### src/rtl/key_match_pkg.sv
// key_match_pkg: shared state encoding for key_match_scanner.
package key_match_pkg;
  typedef enum logic {S_SCAN, S_REPORT} state_t;
endpackage

### src/rtl/comparator_eq.sv
// comparator_eq: structural N-bit equality, one xor per bit folded by a nor-reduce.
module comparator_eq #(
  parameter int N = 32
) (
  input  logic [N-1:0] i_a,
  input  logic [N-1:0] i_b,
  output logic         o_eq
);
  assign o_eq = ~|(i_a ^ i_b);
endmodule

### src/rtl/key_match_scanner.sv
// key_match_scanner: per-packet key search over a valid/ready word stream.
// Define KEY_MASK_EN to add a key_mask port where mask bit 0 means don't-care.
module key_match_scanner
  import key_match_pkg::*;
#(
  parameter int N     = 32,
  parameter int IDX_W = 16
) (
  input  logic             clk,
  input  logic             rst,
  input  logic             key_load,
  input  logic [N-1:0]     key_in,
`ifdef KEY_MASK_EN
  input  logic [N-1:0]     key_mask,
`endif
  input  logic             in_valid,
  output logic             in_ready,
  input  logic [N-1:0]     in_data,
  input  logic             in_last,
  output logic             res_valid,
  input  logic             res_ready,
  output logic             res_found,
  output logic [IDX_W-1:0] res_index,
  output logic [IDX_W-1:0] res_count
);
  localparam logic [IDX_W-1:0] MAX = '1;
  state_t           r_state, w_next;
  logic [N-1:0]     r_key, w_a, w_b;
  logic [IDX_W-1:0] r_beat, r_count, r_first;
  logic             r_found, w_match, w_accept, w_done;
`ifdef KEY_MASK_EN
  logic [N-1:0]     r_mask;
  assign w_a = in_data & r_mask;
  assign w_b = r_key & r_mask;
`else
  assign w_a = in_data;
  assign w_b = r_key;
`endif
  comparator_eq #(.N(N)) u_cmp (.i_a(w_a), .i_b(w_b), .o_eq(w_match));
  assign in_ready  = (r_state == S_SCAN);
  assign res_valid = (r_state == S_REPORT);
  assign w_accept  = in_valid && in_ready;
  assign w_done    = res_valid && res_ready;
  assign res_found = r_found;
  assign res_index = r_first;
  assign res_count = r_count;
  always_comb begin
    w_next = r_state;
    if (w_accept && in_last) w_next = S_REPORT;
    if (w_done) w_next = S_SCAN;
  end
  always_ff @(posedge clk) begin
    if (rst) begin
      r_state <= S_SCAN;
      r_key   <= '0;
`ifdef KEY_MASK_EN
      r_mask  <= '1;
`endif
      r_beat  <= '0;
      r_count <= '0;
      r_first <= '0;
      r_found <= 1'b0;
    end else begin
      r_state <= w_next;
      if (key_load) begin
        r_key  <= key_in;
`ifdef KEY_MASK_EN
        r_mask <= key_mask;
`endif
      end
      if (w_done) begin
        r_beat  <= '0;
        r_count <= '0;
        r_first <= '0;
        r_found <= 1'b0;
      end else if (w_accept) begin
        r_beat <= (r_beat == MAX) ? MAX : r_beat + 1'b1;
        if (w_match) begin
          r_count <= (r_count == MAX) ? MAX : r_count + 1'b1;
          if (!r_found) begin
            r_found <= 1'b1;
            r_first <= r_beat;
          end
        end
      end
    end
  end
endmodule

### config.mk
export PLATFORM = sky130hd
export DESIGN_NAME = key_match_scanner
export DESIGN_NICKNAME = d
export VERILOG_FILES = /design/src/rtl/key_match_pkg.sv /design/src/rtl/comparator_eq.sv /design/src/rtl/key_match_scanner.sv
export SDC_FILE = /design/constraint.sdc
export NUM_CORES = 1
export LEC_CHECK = 0
export BUFFER_PORTS_ARGS = -buffer_cell sky130_fd_sc_hd__buf_4
export CAP_MARGIN = 20
export CORE_MARGIN = 2
export CORE_UTILIZATION = 26
export CTS_BUF_LIST = sky130_fd_sc_hd__clkbuf_8
export CTS_CLUSTER_SIZE = 20
export DETAILED_ROUTE_END_ITERATION = 6
export RECOVER_POWER = 100
export SLEW_MARGIN = 20
export SYNTH_ARGS = -nofsm -noshare
export SYNTH_HDL_FRONTEND = slang
export SYNTH_SLANG_ARGS = --single-unit
### constraint.sdc
create_clock -name clk -period 1.9 [get_ports clk]
set_clock_uncertainty 0.15 [all_clocks]
set_input_delay 0.38 -clock clk [delete_from_list [all_inputs] [get_ports clk]]
set_output_delay 0.38 -clock clk [all_outputs]
set_load 0.005 [all_outputs]
==> impl_metrics.toml <==
[run_status]
status = "complete, but fails checks"
failed_checks = "setup timing"

[global_route]
grtUsageTotal_pct = 13.4
grt_pass1_wl_um = 15900
grt_pass1_vias = 3387
gr-total-overflow = 0
grt_antenna_before_repair = 0
grt_max_degree = 38

[critical_path]
cp-start-kind = "register"
worstPathMaxFanout = 6
crit_arrival_ns = 2.15
reg2reg_depth = 6
path_class = "reg2reg"
crit_path_end_kind = "register"
worst-endpoint-required_ns = 2.02
timing.rr.end = "res_count[8]"
reg2reg_slack_ns = -0.13
endpoint = "res_count[8]"
reg2reg_from = "r_key[23]"
setup.worst_path.start = "r_key[23]"

[route]
drtAntennaViolNets = 0
drtIter0Drc = 158
remaining_drc_errors = 0
via_per_inst = 4.63
routed_wl_um = 9780
drt_pass1_iterations = 4
post_drt_wl_per_cell_um = 13.4
vias = 3370

[clocking]
worstSkewPairLatency_ns = 0.37
cts_buffers = 9
clk_transition_reported_paths_ns = 0.08
cts_sinks = 82
cts_tree = "yes"
clock_path_buffers = 2
cts_root_buf = "clkbuf_8"
cts_hold_buf = 0
htree_levels = 3

[synth]
synth_area_um2 = 3730
syn_nets = 469
async_flop_share_pct = 0
ys_warn_count = 0
synthAdderAreaFrac_pct = 0.670
synthFlopType = "dfxtp_1"
synth_compound_area_share_pct = 9.85
synth.distinct_cells = 46
ys_seq_area_share_pct = 44.0
synth_top_family_by_area = "simple AND/OR/NAND/NOR gates"
synth_edf_count = 0
ys_seq_elements = 82
syn_inst = 397
synthMuxAreaShare_pct = 13.1
synth-simple-area-share_pct = 19.8
synthXorXnorAreaFrac_pct = 9.15
syn-mean-instance-area_um2 = 9.41

[pwr]
p_leak_nw = 2.42
p_seq_share_pct = 55.7
internal_power_w = 0.00242
clockPowerShare_pct = 33.1
p_switching_w = 0.000802
pwr-share-comb_pct = 11.1
ir_worst_vdd_v = 0.000338
p_per_area_nw_per_um2 = 609
swShare_pct = 24.9

[sta]
slew_headroom_pct = 30.1
setup_ws_ns = -0.127
fin_crit_sh_pct = 107
setup_tns_ns = -1.35
worst_pin_slew_ns = 1.05
clock.fmax_mhz = 493
drv_slew = 0
grt_setup_unrepaired = "true"
fin_hold_ws_ns = 0.0888
hold_violations = 0
fin_crit_ns = 2.03
setup_viol = 32

[finish]
synthToLayoutAreaGrowth_pct = 41.6
fin_nets = 616
drive_above_1_share_pct = 32.7
n_antenna_cell = 0

[die]
ios = 105
fp.dieH_um = 124
die_x_um = 124
rows = 43
start_util_pct = 26.8
die-area_um2 = 15300
core_um2 = 13900

[run]
max_cap_viol_count = 0

[place]
place_hpwl_um = 7270
io_buffers = 104
gp_congestion = 0.830

[hold_path]
hold_class = "in2reg"
## state kept, by name, summed over array words and instances, names as in the netlist
register / cells
res_index: 16
r_key: 32
res_found: 1
res_count: 16
res_valid: 1
r_beat: 16
## Yosys cell counts (all sizes together), types with 9 or more instances
| master | instances | area (um2) |
|---|---|---|
| mux2i | 49 | 490 |
| nand4 | 11 | 96.3 |
| a211oi | 9 | 67.6 |
| and3 | 11 | 73.8 |
| nor3 | 9 | 45.0 |
| xor2 | 13 | 114 |
| a21oi | 21 | 105 |
| xnor2 | 26 | 228 |
| inv | 10 | 37.5 |
| nand3 | 13 | 65.1 |
| nor2 | 62 | 233 |
| dfxtp | 82 | 1640 |
| clkbuf | 10 | 37.5 |
| nand2 | 15 | 56.3 |
| buf | 9 | 55.1 |
## layer usage
metal  wire length [um]  track usage (%)
met2               4510             21.4
met5                  0                0
met1               4360             16.2
met3                693             4.35
met4                221             6.75
## area by class of cell
| type | instances | area, um2 |
|---|---|---|
| Timing Repair Buffer | 155 | 1180 |
| Inverter | 10 | 37.5 |
| Sequential cell | 82 | 1650 |
| Multi-Input combinational cell | 286 | 2040 |
| Clock buffer | 9 | 124 |
| Tap cell | 180 | 225 |
| Clock inverter | 6 | 28.8 |
| Fill cell | 1414 | 8650 |
## what timing repair did
action | in CTS | in global routing
pin swaps | 4 | 9
gates cloned | 1 | 0
gates resized for setup | 9 | 13
endpoints found under the setup margin | 32 | 48
setup buffers | 1 | 0
hold endpoints to repair | 0 | 0
## metrics by stage
stage                     setup slack (ns)  area [um2]  total power [W]  cells  util (%)
after floorplan                    -0.0833        3740          0.00202    397         -
after global placement              -0.281        5050          0.00219    711      36.3
after detailed placement            -0.345        5050          0.00220    711      36.3
after CTS                           -0.150        5290          0.00328    728      38.0
after global routing                -0.238        5290          0.00338    728      37.9
final                               -0.127        5290          0.00322    728      37.9
## worst min path at each step
stage | start | end | cells past startpoint
6_report | key_in[15] | r_key[15] | 3
5_1_grt | key_in[10] | r_key[10] | 3
4_1_cts | in_last | res_valid | 3
3_5_place_dp | res_index[8] | res_index[8] | 2
3_3_place_gp | res_index[14] | res_index[14] | 2
2_1_floorplan | r_beat[0] | r_beat[0] | 1
## power by group through the flow
stage	Clock [W]	Combinational, W	Sequential [W]
after floorplan	0	0.000187	0.00183
after CTS	0.00112	0.000366	0.00179
after detailed placement	0	0.000364	0.00183
after global routing	0.00118	0.000396	0.00180
after global placement	0	0.000355	0.00183
final	0.00107	0.000359	0.00180
## placed cells by master (no fill, tap or decap), types with 2 or more instances in the layout
cell / Yosys / routed
a311oi_1: 3 / 3
nor2_1: 62 / 62
nor4_2: 1 / 2
clkinv_2: 0 / 2
and4b_1: 2 / 2
o211a_1: 4 / 4
inv_1: 10 / 13
nor3_1: 9 / 8
xnor2_1: 26 / 26
dfxtp_2: 0 / 5
nand2_1: 15 / 15
nand4_1: 8 / 8
clkbuf_4: 0 / 22
a31oi_1: 5 / 5
a21oi_1: 21 / 21
buf_12: 0 / 3
buf_4: 3 / 114
a211oi_1: 9 / 8
mux2i_1: 49 / 49
and3_1: 10 / 10
nand4_4: 1 / 2
dfxtp_1: 82 / 77
xor2_1: 13 / 13
o21ai_0: 3 / 3
clkbuf_8: 0 / 9
and4_1: 6 / 5
clkbuf_1: 10 / 12
nand3_1: 13 / 12
## critical path: stages (launching register included)
cell and delay, ns:
dfxtp_2 0.33, xor2_1 0.16, nor4_2 0.34, and3_4 0.25, nand4_4 0.13, or4_4 0.44, o211a_1 0.13
## kinds of logic after synthesis
kind of cell    Yosys count
simple gates            142
flops                    82
compound gates           54
mux                      49
xor+xnor                 39
buf+inv                  29
fa+ha+maj                 2
Power figures use the tool's default switching activity.
